<file path="src/rtl/alu_pkg.sv">
// Shared types and constants for the ALU command queue.
// Holds the operand mode width, default data width and command record.
package alu_pkg;

    localparam int MODE_W     = 4;
    localparam int DEF_DATA_W = 8;

    // Field order {a, b, mode, cin} is also the flat storage layout.
    typedef struct packed {
        logic [DEF_DATA_W-1:0] a;
        logic [DEF_DATA_W-1:0] b;
        logic [MODE_W-1:0]     mode;
        logic                  cin;
    } alu_cmd_t;

    function automatic int cmd_w(input int dw);
        return 2 * dw + MODE_W + 1;
    endfunction

endpackage

</file>
<file path="src/rtl/alu_cmd_fifo_mem.sv">
// Command storage: DEPTH x W array, one write port, one read port.
// Ports: clk, we/waddr/wdata (write), raddr/rdata (read, raddr registered upstream).
module alu_cmd_fifo_mem #(
    parameter int DEPTH = 8,
    parameter int W     = 21
) (
    input  logic                     clk,
    input  logic                     we,
    input  logic [$clog2(DEPTH)-1:0] waddr,
    input  logic [W-1:0]             wdata,
    input  logic [$clog2(DEPTH)-1:0] raddr,
    output logic [W-1:0]             rdata
);

    logic [W-1:0] mem_q [DEPTH];

    always_ff @(posedge clk) begin
        if (we) begin
            mem_q[waddr] <= wdata;
        end
    end

    assign rdata = mem_q[raddr];

endmodule

</file>
<file path="src/rtl/alu_cmd_queue.sv">
// Command queue feeding an ALU: buffers {a,b,mode,cin}, issues in order.
// Ports: CLK_IN/RST, CMD_* push side, ISSUE_EN/FLUSH, OPERA_*/MODE/CIN/OP_VALID
// issue side, LEVEL/EMPTY/FULL status; ISSUE_CNT when ALU_CMD_QUEUE_STATS_EN.
module alu_cmd_queue
    import alu_pkg::*;
#(
    parameter int DEPTH  = 8,
    parameter int DATA_W = DEF_DATA_W
) (
    input  logic                       CLK_IN,
    input  logic                       RST,
    input  logic                       CMD_VALID,
    output logic                       CMD_READY,
    input  logic [DATA_W-1:0]          CMD_A,
    input  logic [DATA_W-1:0]          CMD_B,
    input  logic [MODE_W-1:0]          CMD_MODE,
    input  logic                       CMD_CIN,
    input  logic                       ISSUE_EN,
    input  logic                       FLUSH,
    output logic [DATA_W-1:0]          OPERA_A,
    output logic [DATA_W-1:0]          OPERA_B,
    output logic [MODE_W-1:0]          MODE,
    output logic                       CIN,
    output logic                       OP_VALID,
    output logic [$clog2(DEPTH+1)-1:0] LEVEL,
    output logic                       EMPTY,
    output logic                       FULL
`ifdef ALU_CMD_QUEUE_STATS_EN
    ,
    output logic [15:0]                ISSUE_CNT
`endif
);

    localparam int PTR_W = $clog2(DEPTH);
    localparam int LVL_W = $clog2(DEPTH + 1);
    localparam int CMD_W = cmd_w(DATA_W);

    localparam logic [1:0] ST_IDLE     = 2'd0;
    localparam logic [1:0] ST_ACTIVE   = 2'd1;
    localparam logic [1:0] ST_FLUSHING = 2'd2;

    logic [PTR_W-1:0] wr_ptr_q, wr_ptr_d;
    logic [PTR_W-1:0] rd_ptr_q, rd_ptr_d;
    logic [LVL_W-1:0] level_q, level_d;
    logic [1:0]       state_q, state_d;
    logic [CMD_W-1:0] out_q, out_d;
    logic             op_valid_q, op_valid_d;
    logic [CMD_W-1:0] wr_cmd, rd_cmd;
    logic             full, empty, push, pop;

    assign full      = (level_q == LVL_W'(DEPTH));
    assign empty     = (level_q == '0);
    assign CMD_READY = !full && !FLUSH;
    assign push      = CMD_VALID && CMD_READY;
    assign pop       = ISSUE_EN && !empty && !FLUSH;
    assign wr_cmd    = {CMD_A, CMD_B, CMD_MODE, CMD_CIN};

    alu_cmd_fifo_mem #(
        .DEPTH (DEPTH),
        .W     (CMD_W)
    ) u_mem (
        .clk   (CLK_IN),
        .we    (push),
        .waddr (wr_ptr_q),
        .wdata (wr_cmd),
        .raddr (rd_ptr_q),
        .rdata (rd_cmd)
    );

    always_comb begin
        wr_ptr_d   = wr_ptr_q;
        rd_ptr_d   = rd_ptr_q;
        level_d    = level_q;
        out_d      = out_q;
        op_valid_d = 1'b0;
        if (FLUSH) begin
            wr_ptr_d = '0;
            rd_ptr_d = '0;
            level_d  = '0;
        end else begin
            if (push) begin
                wr_ptr_d = wr_ptr_q + PTR_W'(1);
            end
            if (pop) begin
                rd_ptr_d   = rd_ptr_q + PTR_W'(1);
                out_d      = rd_cmd;
                op_valid_d = 1'b1;
            end
            level_d = level_q + LVL_W'(push) - LVL_W'(pop);
        end
    end

    // A push on the edge FLUSH drops goes straight to ACTIVE so the
    // state never disagrees with a non-empty queue.
    always_comb begin
        state_d = state_q;
        if (FLUSH) begin
            state_d = ST_FLUSHING;
        end else begin
            case (state_q)
                ST_IDLE:     if (push) state_d = ST_ACTIVE;
                ST_ACTIVE:   if (level_d == '0) state_d = ST_IDLE;
                ST_FLUSHING: state_d = push ? ST_ACTIVE : ST_IDLE;
                default:     state_d = ST_IDLE;
            endcase
        end
    end

    always_ff @(posedge CLK_IN) begin
        if (RST) begin
            wr_ptr_q   <= '0;
            rd_ptr_q   <= '0;
            level_q    <= '0;
            state_q    <= ST_IDLE;
            out_q      <= '0;
            op_valid_q <= 1'b0;
        end else begin
            wr_ptr_q   <= wr_ptr_d;
            rd_ptr_q   <= rd_ptr_d;
            level_q    <= level_d;
            state_q    <= state_d;
            out_q      <= out_d;
            op_valid_q <= op_valid_d;
        end
    end

    assign {OPERA_A, OPERA_B, MODE, CIN} = out_q;
    assign OP_VALID = op_valid_q;
    assign LEVEL    = level_q;
    assign EMPTY    = empty;
    assign FULL     = full;

`ifdef ALU_CMD_QUEUE_STATS_EN
    logic [15:0] issue_cnt_q, issue_cnt_d;

    always_comb begin
        issue_cnt_d = issue_cnt_q;
        if (pop && (issue_cnt_q != 16'hFFFF)) begin
            issue_cnt_d = issue_cnt_q + 16'd1;
        end
    end

    always_ff @(posedge CLK_IN) begin
        if (RST) begin
            issue_cnt_q <= '0;
        end else begin
            issue_cnt_q <= issue_cnt_d;
        end
    end

    assign ISSUE_CNT = issue_cnt_q;
`endif

endmodule

</file>
<file path="config.mk">
export PLATFORM = sky130hd
export DESIGN_NAME = alu_cmd_queue
export DESIGN_NICKNAME = d
export VERILOG_FILES = /design/src/rtl/alu_pkg.sv /design/src/rtl/alu_cmd_fifo_mem.sv /design/src/rtl/alu_cmd_queue.sv
export SDC_FILE = /design/constraint.sdc
export NUM_CORES = 1
export LEC_CHECK = 0
export ABC_AREA = 0
export ABC_CLOCK_PERIOD_IN_PS = 5300
export CAP_MARGIN = 25
export CORE_MARGIN = 2
export CORE_UTILIZATION = 50
export CTS_BUF_LIST = sky130_fd_sc_hd__clkbuf_8
export DETAILED_ROUTE_END_ITERATION = 7
export PLACE_DENSITY = 0.78
export SLEW_MARGIN = 15
export SYNTH_ARGS = -nofsm -noshare
export SYNTH_HDL_FRONTEND = slang
export SYNTH_SLANG_ARGS = --single-unit
</file>
<file path="constraint.sdc">
create_clock -name CLK_IN -period 5.3 [get_ports CLK_IN]
set_clock_uncertainty 0.05 [all_clocks]
set_input_delay 1.06 -clock CLK_IN [delete_from_list [all_inputs] [get_ports CLK_IN]]
set_output_delay 1.06 -clock CLK_IN [all_outputs]
set_load 0.02 [all_outputs]
</file>
# Word level (Yosys, flattened, before mapping)
# Memory sizes are Yosys's and may differ from the RTL's. A register that Yosys moved wholly into a read port is not among the register bits.
# Cells that the tools add are included.
# W data, S select, Z words.
[classes] n_addsub=4 eq_ne=1 muxes=3 n_bitwise=1 n_reduce_logical=10
[ops] operator="$add A3 B1 Y3 const B" n=2
[ops] operator="$add A4 B1 Y4" n=1
[ops] operator="$eq A4 B4 Y1 const B" n=1
[ops] operator="$logic_and A1 B1 Y1" n=4
[ops] operator="$logic_not A4 Y1" n=1
[ops] operator="$sub A4 B1 Y4" n=1
[ops] operator="$logic_not A1 Y1" n=3
[ops] operator="$mux W1" n=3
[ops] operator="$reduce_and A2 Y1" n=1
[ops] operator="$reduce_or A2 Y1" n=1
[ops] operator="$not A1 Y1" n=1
[totals] reg_bits=11 ramBits=168 input_bits=26 output_inout_bits=29 wordCells=24 n_memories=1
[mem_list] name="u_mem.mem_q" depth=8 width=21 rd=1 rd_ports_with_merged_regs=1 wr=1 line_no="alu_cmd_fifo_mem.sv:15" text="logic [W-1:0] mem_q [DEPTH];"

# Longest topological paths before layout
[depth] word_depth=6 ltp_mapped=13

# Modules after synthesis
# From an unflattened synthesis, not the netlist that was laid out.
[unflattened] hier_cells=413 area_unflattened_um2=8070.2
[modules_own_cells] module="alu_cmd_fifo_mem" n_inst=1 cells_per_inst=256 area_per_inst_um2=6518.8
[modules_own_cells] module="alu_cmd_queue" n_inst=1 cells_per_inst=157 area_per_inst_um2=1551.5

# Worst setup path before layout
# Ideal clock, no wire load.
[synth_timing] path_kind="input-to-reg" start="input port CMD_VALID" end="memory u_mem.mem_q[0][0], enable pin" arrival_time_ps=3492 setup_slack_ps=1306 path_stages=3 path_cell_list="nor2b_1 nand2_2 nor4_1"
[synth_via] elab_chain_len=3
[synth_rtl] item="start: declaration" line_no="alu_cmd_queue.sv:12" text="input logic CMD_VALID,"
[synth_rtl] item="$logic_and A1 B1 Y1" line_no="alu_cmd_queue.sv:54" text="assign push = CMD_VALID && CMD_READY;"
[synth_rtl] item="$mux W1" line_no="alu_cmd_fifo_mem.sv:18" text="if (we) begin"
[synth_rtl] item="$mux W1 (not written as such)" line_no="alu_cmd_fifo_mem.sv:19" text="mem_q[waddr] <= wdata;"
[synth_rtl] item="end: declaration" line_no="alu_cmd_fifo_mem.sv:15"
# Every way passes these cells.

# Final worst setup path
[layout_timing] start="input port FLUSH" end="output port CMD_READY"
[layout_via] elab_chain_len=2
[layout_rtl] item="start: declaration" line_no="alu_cmd_queue.sv:19" text="input logic FLUSH,"
[layout_rtl] item="$logic_not A1 Y1" line_no="alu_cmd_queue.sv:53" text="assign CMD_READY = !full && !FLUSH;"
[layout_rtl] item="$logic_and A1 B1 Y1" line_no="alu_cmd_queue.sv:53"
[layout_rtl] item="end: declaration" line_no="alu_cmd_queue.sv:13" text="output logic CMD_READY,"
# Every way passes these cells.

==> metrics <==
cells after synthesis=398; Lkg Pwr=2.757 nW; Hold Path Class=register to register; multi-input logic area=1843 µm²; setup ws final=1.886 ns; slowest cell on the critical path=clkdlybuf4s50_1; RD Place Congestion=0.7149; status=completed; WS Path Type=primary input to output port; top cells by area, synth=edfxtp_1, mux4_2, dfxtp_1, mux2i_1, a211oi_1; Final period util=64.42%; Worst setup EP type=output port; Fillers=1060; placed standard-cell area=8447 µm²; dpl hpwl=7.835 mm; row count=45; WL met2=7.021 mm; main combinational cell family by area after synthesis=multiplexers; startpoint types=primary input; drt drc=0; total CTS buffers=17; WL per Instance=20.43 µm; clock tree buffer depth=2; Setup Total Neg Slack=0 ns; asr flop ratio synth=0%; Hold Violations, Final=0; multiplexer area fraction after synthesis=15.00%; met3 WL=517 µm; highest clock rate=0.2929 GHz; first-pass GRT wire length=20.91 mm; Netlist cell types=35; Req. time, crit path=4.19 ns; fin area=8896 µm²; total grt overflow=0; vias per cell=5.642; cell taking the most area after synthesis=edfxtp_1; number of global-route vias before repair=3771; number of diodes=0; Initial DRT Pass Iterations=5; Synth Area in Simple Gates=3.771%; Setup WS pre-CTS=1.888 ns; Ports=55; mapped cell area=7731 µm²; Compound-Gate Fraction of Synth Area=2.395%; Synth top area share=65.25%; CP peak stage delay=0.60 ns; routed length on met1=5.859 mm; syn nets=433; PwrDens=322.1 nW/µm²; R2R cell count=11; top sig layer=met4; Worst Max-Slew Pin Slew=0.5157 ns; area delta synth->final=15.07%; Synth warnings=0; H-tree levels=4; Worst slew margin=65.62%; VDD IR max=0.1874 mV; Arrival @ worst endpoint=2.30 ns; flops & latches, synth=200; remaining antenna violation count=0; Hold Buf Count CTS=0; adder-cell share of the synthesized area=1.554%; Die Area=16470 µm²; final slew viol count=0; Final min period=3.414 ns; commonest cells in the netlist=edfxtp_1, mux4_2, nor2_1; final WL=13.59 mm; Seq/Total Area, Yosys=73.54%; post_cts resized=0; Core Region=15150 µm²; via count=3752; initial core utilization=51.05%; Final nets=499; clk sinks=200; Buffers on Ports=54; hold-critical path depth=2; number of enable flip-flop cells after synthesis=168; initial drt markers=252; Die Height=128.3 µm; GRT Total Usage=17.34%; most frequent CP cell=clkdlybuf4s50_1; FF/Latch Area=5688 µm²; largest net degree at the start of global routing=42; initial antenna violation count=0; Crit Path Max Fanout=4; setup bufs post-CTS=0; xor/xnor share of the synthesized area=0.6797%; Max Cap Violations=0; worst path cell trace=clkdlybuf4s50_1 > nor2_1 > clkdlybuf4s50_1; Avg Inst Size Synth=19.43 µm²; clock root cell=clkbuf_8; Clk Latency, worst-skew pair=0.46 ns; RSZ-0062 raised after global routing=false; ys flop type=edfxtp_1; layout cells sized above 1=19.92%; most frequent cell after synthesis=edfxtp_1; Final Setup Violations=0; CTS tree=built; Clock transition at path regs=0.09 ns; Die Span X=128.3 µm
==> power breakdown <==
part           total [W]  internal (W)  switching, W
clock           0.000984      0.000490      0.000494
combinational   0.000150     0.0000687     0.0000815
sequential       0.00173       0.00172    0.00000973
total            0.00287       0.00228      0.000586
==> cells in the final DEF (no fill, tap or decap), types with 3 or more instances in the layout <==
cell,count
inv_1,9
ha_1,8
clkbuf_8,19
nand2b_1,3
edfxtp_1,168
mux2i_1,24
a21oi_1,4
a211oi_1,20
clkdlybuf4s50_1,54
nand2_1,5
bufinv_16,3
nor2_2,3
mux4_2,35
mux4_1,5
buf_4,11
nor3_2,4
nor2_1,31
clkinv_2,4
nand3_1,5
dfxtp_1,30
xor2_1,4
==> worst paths after layout <==
check	start	endpoint	slack [ns]
worst min-delay path	out_q[15]	out_q[15]	0.45
worst max-delay path	FLUSH	CMD_READY	1.89
worst max register to register	LEVEL[2]	LEVEL[3]	2.78
worst min register to register	out_q[15]	out_q[15]	0.45
==> critical path, delay by kind of cell <==
| kind | cells | cell delay (ns) |
|---|---|---|
| buffers and inverters | 2 | 1.10 |
| AND/OR/NAND/NOR | 1 | 0.14 |
==> cells by family (layout without fill, tap and decap cells) <==
group	Yosys count	after routing
flip-flops	200	200
AO/OA/AOI/OAI	26	26
XOR/XNOR	6	6
multiplexers	64	64
adder cells (fa/ha/maj)	9	9
AND/OR/NAND/NOR	62	62
buffers and inverters	31	110
==> flip-flops by register name, indices dropped and copies added (netlist names) <==
signal,cells
OP_VALID,1
u_mem.mem_q,168
rd_ptr_q,3
wr_ptr_q,3
LEVEL,4
out_q,21
==> layer usage <==
metal  vias to the layer above  GRT usage (%)
li1                       1711              -
met1                      1960          22.27
met2                        67          29.60
met3                        14          3.867
met4                         0          5.818
met5                         -              0
==> area by class of cell <==
class,count,share of cell area [%]
Tap cell,188,2.644
Clock buffer,19,2.940
Inverter,10,0.4219
Multi-Input combinational cell,167,20.72
Timing Repair Buffer,68,7.623
Clock inverter,13,1.716
Sequential cell,200,63.94
==> through the flow <==
| stage | total power [W] | hold WS, ns | std cells | util, % |
|---|---|---|---|---|
| finish | 0.002866 | 0.4472 | 665 | 58.74 |
| global route | 0.002958 | 0.4673 | 665 | 58.74 |
| CTS | 0.002886 | 0.4452 | 663 | 58.50 |
| detailed placement | 0.001918 | 0.4257 | 631 | 55.77 |
| global placement | 0.001912 | 0.4245 | 630 | 55.64 |
| floorplan | 0.001844 | 0.4476 | 398 | - |
No activity file was read; power rests on OpenSTA's default activity.
